**src/rtl/key_entry_if.sv**
```systemverilog
// Keypad entry bus: key strobes and second tick in, entry buffer and
// load/error strobes out.
interface key_entry_if;
    logic       one_second;
    logic [3:0] key;
    logic       key_down;
    logic [3:0] key_buffer_ms_hr;
    logic [3:0] key_buffer_ls_hr;
    logic [3:0] key_buffer_ms_min;
    logic [3:0] key_buffer_ls_min;
    logic       load_new_alarm;
    logic       load_new_time;
    logic       entry_error;
    logic       entry_active;

    modport master (
        output one_second, key, key_down,
        input  key_buffer_ms_hr, key_buffer_ls_hr,
        input  key_buffer_ms_min, key_buffer_ls_min,
        input  load_new_alarm, load_new_time,
        input  entry_error, entry_active
    );

    modport slave (
        input  one_second, key, key_down,
        output key_buffer_ms_hr, key_buffer_ls_hr,
        output key_buffer_ms_min, key_buffer_ls_min,
        output load_new_alarm, load_new_time,
        output entry_error, entry_active
    );
endinterface

```
**src/rtl/key_entry_ctrl.sv**
```systemverilog
// Keypad entry controller: collects HH:MM digits, validates them and
// strobes the alarm register or time counter on a command key.
module key_entry_ctrl #(
    parameter int unsigned TIMEOUT_S = 10
) (
    input  logic        clock,
    input  logic        reset,
    key_entry_if.slave  kif
);
    typedef enum logic [1:0] {
        IDLE  = 2'd0,
        ENTRY = 2'd1,
        LOAD  = 2'd2
    } state_t;

    localparam logic [3:0] KEY_ALARM = 4'hA;
    localparam logic [3:0] KEY_TIME  = 4'hB;
    localparam logic [8:0] TMO       = 9'(TIMEOUT_S);

    state_t     state;
    logic [2:0] count;
    logic [7:0] timer;
    logic [3:0] ms_hr, ls_hr, ms_min, ls_min;
    logic       ld_alarm, ld_time, err, active;

    logic is_digit;
    logic is_cmd;
    logic valid_time;
    logic tmo_hit;

    always_comb begin
        is_digit   = (kif.key <= 4'd9);
        is_cmd     = (kif.key == KEY_ALARM) || (kif.key == KEY_TIME);
        valid_time = (ms_hr <= 4'd2) &&
                     ((ms_hr == 4'd2) ? (ls_hr <= 4'd3) : (ls_hr <= 4'd9)) &&
                     (ms_min <= 4'd5) &&
                     (ls_min <= 4'd9);
        tmo_hit    = (({1'b0, timer} + 9'd1) == TMO);
    end

    always_ff @(posedge clock or posedge reset) begin
        if (reset) begin
            state    <= IDLE;
            count    <= 3'd0;
            timer    <= 8'd0;
            ms_hr    <= 4'd0;
            ls_hr    <= 4'd0;
            ms_min   <= 4'd0;
            ls_min   <= 4'd0;
            ld_alarm <= 1'b0;
            ld_time  <= 1'b0;
            err      <= 1'b0;
            active   <= 1'b0;
        end else begin
            ld_alarm <= 1'b0;
            ld_time  <= 1'b0;
            err      <= 1'b0;
            unique case (state)
                IDLE: begin
                    if (kif.key_down && is_digit) begin
                        ms_hr  <= ls_hr;
                        ls_hr  <= ms_min;
                        ms_min <= ls_min;
                        ls_min <= kif.key;
                        count  <= 3'd1;
                        timer  <= 8'd0;
                        state  <= ENTRY;
                        active <= 1'b1;
                    end
                end
                ENTRY: begin
                    if (kif.key_down && is_digit) begin
                        ms_hr  <= ls_hr;
                        ls_hr  <= ms_min;
                        ms_min <= ls_min;
                        ls_min <= kif.key;
                        count  <= (count == 3'd4) ? 3'd4 : count + 3'd1;
                        timer  <= 8'd0;
                    end else if (kif.key_down && is_cmd) begin
                        active <= 1'b0;
                        if (count == 3'd4 && valid_time) begin
                            // buffer is held through LOAD for the downstream sample
                            state    <= LOAD;
                            ld_alarm <= (kif.key == KEY_ALARM);
                            ld_time  <= (kif.key == KEY_TIME);
                        end else begin
                            state  <= IDLE;
                            err    <= 1'b1;
                            count  <= 3'd0;
                            timer  <= 8'd0;
                            ms_hr  <= 4'd0;
                            ls_hr  <= 4'd0;
                            ms_min <= 4'd0;
                            ls_min <= 4'd0;
                        end
                    end else if (!kif.key_down && kif.one_second) begin
                        if (tmo_hit) begin
                            state  <= IDLE;
                            active <= 1'b0;
                            count  <= 3'd0;
                            timer  <= 8'd0;
                            ms_hr  <= 4'd0;
                            ls_hr  <= 4'd0;
                            ms_min <= 4'd0;
                            ls_min <= 4'd0;
                        end else begin
                            timer <= timer + 8'd1;
                        end
                    end
                end
                LOAD: begin
                    state  <= IDLE;
                    count  <= 3'd0;
                    timer  <= 8'd0;
                    ms_hr  <= 4'd0;
                    ls_hr  <= 4'd0;
                    ms_min <= 4'd0;
                    ls_min <= 4'd0;
                end
                default: begin
                    state  <= IDLE;
                    active <= 1'b0;
                end
            endcase
        end
    end

    assign kif.key_buffer_ms_hr  = ms_hr;
    assign kif.key_buffer_ls_hr  = ls_hr;
    assign kif.key_buffer_ms_min = ms_min;
    assign kif.key_buffer_ls_min = ls_min;
    assign kif.load_new_alarm    = ld_alarm;
    assign kif.load_new_time     = ld_time;
    assign kif.entry_error       = err;
    assign kif.entry_active      = active;
endmodule

```
**src/flat_wrapper.sv**
```systemverilog
// flat-port wrapper written by rule: the top's interface ports become plain ports
module key_entry_ctrl_flat 
#(
    parameter int unsigned TIMEOUT_S = 10
)
  (clock, reset, kif_one_second, kif_key, kif_key_down, kif_key_buffer_ms_hr, kif_key_buffer_ls_hr, kif_key_buffer_ms_min, kif_key_buffer_ls_min, kif_load_new_alarm, kif_load_new_time, kif_entry_error, kif_entry_active);
  key_entry_if kif_i ();
  input  logic clock;
  input  logic reset;
  input wire logic [$bits(kif_i.one_second)-1:0] kif_one_second;
  input wire logic [$bits(kif_i.key)-1:0] kif_key;
  input wire logic [$bits(kif_i.key_down)-1:0] kif_key_down;
  output wire logic [$bits(kif_i.key_buffer_ms_hr)-1:0] kif_key_buffer_ms_hr;
  output wire logic [$bits(kif_i.key_buffer_ls_hr)-1:0] kif_key_buffer_ls_hr;
  output wire logic [$bits(kif_i.key_buffer_ms_min)-1:0] kif_key_buffer_ms_min;
  output wire logic [$bits(kif_i.key_buffer_ls_min)-1:0] kif_key_buffer_ls_min;
  output wire logic [$bits(kif_i.load_new_alarm)-1:0] kif_load_new_alarm;
  output wire logic [$bits(kif_i.load_new_time)-1:0] kif_load_new_time;
  output wire logic [$bits(kif_i.entry_error)-1:0] kif_entry_error;
  output wire logic [$bits(kif_i.entry_active)-1:0] kif_entry_active;
  assign kif_i.one_second = kif_one_second;
  assign kif_i.key = kif_key;
  assign kif_i.key_down = kif_key_down;
  assign kif_key_buffer_ms_hr = kif_i.key_buffer_ms_hr;
  assign kif_key_buffer_ls_hr = kif_i.key_buffer_ls_hr;
  assign kif_key_buffer_ms_min = kif_i.key_buffer_ms_min;
  assign kif_key_buffer_ls_min = kif_i.key_buffer_ls_min;
  assign kif_load_new_alarm = kif_i.load_new_alarm;
  assign kif_load_new_time = kif_i.load_new_time;
  assign kif_entry_error = kif_i.entry_error;
  assign kif_entry_active = kif_i.entry_active;
  key_entry_ctrl #(.TIMEOUT_S(TIMEOUT_S)) u_core (.clock(clock), .reset(reset), .kif(kif_i));
endmodule
```
**config.mk**
```make
export PLATFORM = sky130hd
export DESIGN_NAME = key_entry_ctrl_flat
export DESIGN_NICKNAME = d
export VERILOG_FILES = /design/src/rtl/key_entry_if.sv /design/src/rtl/key_entry_ctrl.sv /design/src/flat_wrapper.sv
export SDC_FILE = /design/constraint.sdc
export NUM_CORES = 1
export LEC_CHECK = 0
export ABC_AREA = 1
export ABC_CLOCK_PERIOD_IN_PS = 4100
export CAP_MARGIN = 0
export CELL_PAD_IN_SITES_DETAIL_PLACEMENT = 0
export CELL_PAD_IN_SITES_GLOBAL_PLACEMENT = 1
export CORE_ASPECT_RATIO = 0.75
export CORE_MARGIN = 1
export CORE_UTILIZATION = 43
export CTS_CLUSTER_DIAMETER = 120
export DETAILED_ROUTE_END_ITERATION = 8
export HOLD_SLACK_MARGIN = 0.12
export MAX_ROUTING_LAYER = met4
export PLACE_DENSITY_LB_ADDON = 0.15
export SKIP_CTS_REPAIR_TIMING = 1
export SLEW_MARGIN = 20
export SYNTH_ARGS = -nofsm -noshare
export SYNTH_HDL_FRONTEND = slang
export SYNTH_SLANG_ARGS = --single-unit
```
**constraint.sdc**
```tcl
create_clock -name clock -period 4.1 [get_ports clock]
set_input_delay 0.82 -clock clock [delete_from_list [all_inputs] [get_ports clock]]
set_output_delay 0.82 -clock clock [all_outputs]
set_load 0.02 [all_outputs]
```
==> metrics.txt <==
status finished clean; most frequent cell after synthesis nand2_1; worst hold path class register to register; fin crit share 62.9%; Routed WL per cell 12.1 um; wirelength, routed 4350 um; GRT overflow 0; reg2reg setup slack 2.01 ns; Synth Flop Type dfrtp_1; drt pass-1 iters 4; number of CTS-inserted buffers 5; chip height 62.5 um; Post-Place Setup Slack 1.19 ns; share of Yosys cell area claimed by the top area cell type 39.4%; IO Pins 28; FMAX 388 MHz; Hold WS 0.476 ns; Critical Path Most Common Cell nand2_1; reg2reg start u_core.count[0]; fin. max-slew vios 0; core area 0.00457 sq mm; cells on worst reg2reg path 11; Startpoint Class input pin; Fin. Hold Viols 0; Worst Hold End u_core.kif.entry_active; EDFF count, synth 0; CTS tree yes; area leader, netlist dfrtp_1; routing usage on met3 4.38%; WP data required 4.25 ns; Avg Synthesized Cell Area 7.65 sq um; Initial Utilization 45.8%; total number of vias 1732; row cnt 21; routed vias/inst 4.81; Max clock buf depth 2; warnings from Yosys 0; M2 GR Usage 27.9%; R2R Path End u_core.timer[3]; worst-path fanout max 12; Die X 82.6 um; I/O Buffers 27; asr flop ratio synth 100%; Seq/Total Area, Yosys 39.4%; Final Critical Period 2.58 ns; GR Util met1 30.1%; Final WS setup 1.52 ns; # setup viols final 0; maximum number of pins on one net before global-route repair 34; Pwr Density 573 mW/mm^2; Setup CP Type input pin to register; setup TNS 0 ns; Max-slew headroom 52.4%; Clock Latency Late Sink 0.28 ns; first-pass GRT wire length 7690 um; min-delay src u_core.kif.entry_active; register bit total from synthesis 33; Mapped Cells 274; DR iter-0 viols 67; DRC 0; DIE AREA 0.00516 sq mm; Hold Crit Depth 2; utilization after layout 53.7%; nets@finish 319; max-cap check violation count 0; number of global-route vias before repair 1634; Netlist cell types 30; DP Wirelength 3190 um; clock sink count 33; total track usage 20.2%; area delta synth->final 17.2%; slowest cell delay on critical path 0.53 ns; slowest CP cell clkdlybuf4s50_1; antenna diode count 0; Leak Pwr 1.21 nW; Final Skew 0.00344 ns; share of cells above drive strength 1 12.5%; synth top area cells dfrtp_1 (39%), nand2_1 (14%), inv_1 (7.0%); Worst setup EP type register; measured slew at the worst slew-check pin 0.714 ns; Syn Std Cell Area 0.00210 sq mm; layer with the highest usage met1; IR drop worst, VDD 0.291 mV; initial antenna violation count 0; GP Congestion 0.795; Root Buffer clkbuf_8; clock transition at the registers of the reported paths 0.07 ns; Post-Syn Nets 290; CP Cell Sequence clkdlybuf4s50_1 > inv_2 > nor2_4 > nand3_2 > nor2_1 > nand3_1 > nand2_2 > nand2_1 > nand2_1 > o21ai_0; H-Tree Depth 2; Final ANT Viol Nets 0; crit path DAT 2.73 ns; synth cell count leaders nand2_1 (78), inv_1 (39), dfrtp_1 (33); RSZ-0062 raised after global routing no
[metal layers]
| metal | vias up | wire (um) | share of wire [%] |
|---|---|---|---|
| li1 | 911 | - | - |
| met2 | 27 | 1770 | 41 |
| met4 | 0 | 23 | 0.53 |
| met1 | 792 | 2390 | 55 |
| met5 | - | 0 | 0 |
| met3 | 2 | 167 | 3.8 |
[worst max path at each step]
stage	from	to	slack, ns	cells past startpoint
floorplan	kif_key[2]	u_core.kif.key_buffer_ls_hr[3]	2.13	11
global placement	kif_key[3]	u_core.timer[1]	1.25	10
detailed placement	kif_key[3]	u_core.timer[3]	1.19	10
CTS	kif_key[3]	u_core.timer[3]	1.49	10
global route	kif_key[3]	u_core.timer[3]	1.33	10
finish	kif_key[3]	u_core.timer[3]	1.52	10
[cell families after synthesis]
family          after synthesis  share of synthesized area, %
compound gates               18                          5.49
fa+ha+maj                     8                          4.78
buf+inv                      50                          11.6
flops                        33                          39.4
xor+xnor                      2                         0.836
simple gates                163                          37.8
[layout by cell type, fill, tap and decap left out]
cell              n
xor2_1            1
nand2_2           7
clkbuf_8          6
a21oi_2           1
nor2_4            2
buf_4             2
nand2_4           1
clkdlybuf4s50_1  27
a21oi_1           1
xnor2_1           1
clkbuf_1          1
a21boi_0          1
nand3b_1          2
nand4_1           4
nor2_1           28
o21ai_0           6
a211oi_1          1
nand2_1          78
nand3_2           6
inv_2             4
nand3_4           3
a21oi_4           1
inv_1            39
ha_1              8
o21ai_1           5
nor2_2            4
nand3_1          28
o22ai_1           1
dfrtp_1          33
o21ai_2           1
[area by class of cell]
cell class	instances	area, sq um
clock buffer	7	86.3
fill	469	2120
inverter	43	161
multi-input combinational	191	1030
sequential	33	826
tap	57	71.3
timing repair buffer	29	285
[worst max-delay path: cells and delay by family]
kind	cells	cell delay, ns
and+or+nand+nor	7	1.15
buffers and inverters	2	0.60
AOI/OAI and AO/OA	1	0.15
[flip-flops by register name, summed over array words and instances (netlist names)]
signal and flops:
u_core.timer 8, u_core.state 2, u_core.count 3, u_core.kif.load_new_time 1, u_core.kif.key_buffer_ms_min 4, u_core.kif.entry_error 1
u_core.kif.entry_active 1, u_core.kif.key_buffer_ls_hr 4, u_core.kif.key_buffer_ls_min 4, u_core.kif.key_buffer_ms_hr 4, u_core.kif.load_new_alarm 1
[power breakdown]
part / internal [W] / switching, W / total, W
clock network: 0.000133 / 0.000117 / 0.000251
logic: 0.000253 / 0.000422 / 0.000675
registers: 0.000406 / 0.0000749 / 0.000481
total: 0.000793 / 0.000614 / 0.00141
[through the flow]
stage               power [W]  area, sq um  std cells
global route          0.00153         2460        360
CTS                   0.00142         2460        360
detailed placement    0.00117         2370        353
floorplan            0.000998         2100        274
finish                0.00141         2460        360
global placement      0.00117         2370        353
No activity file was read; power rests on OpenSTA's default activity.
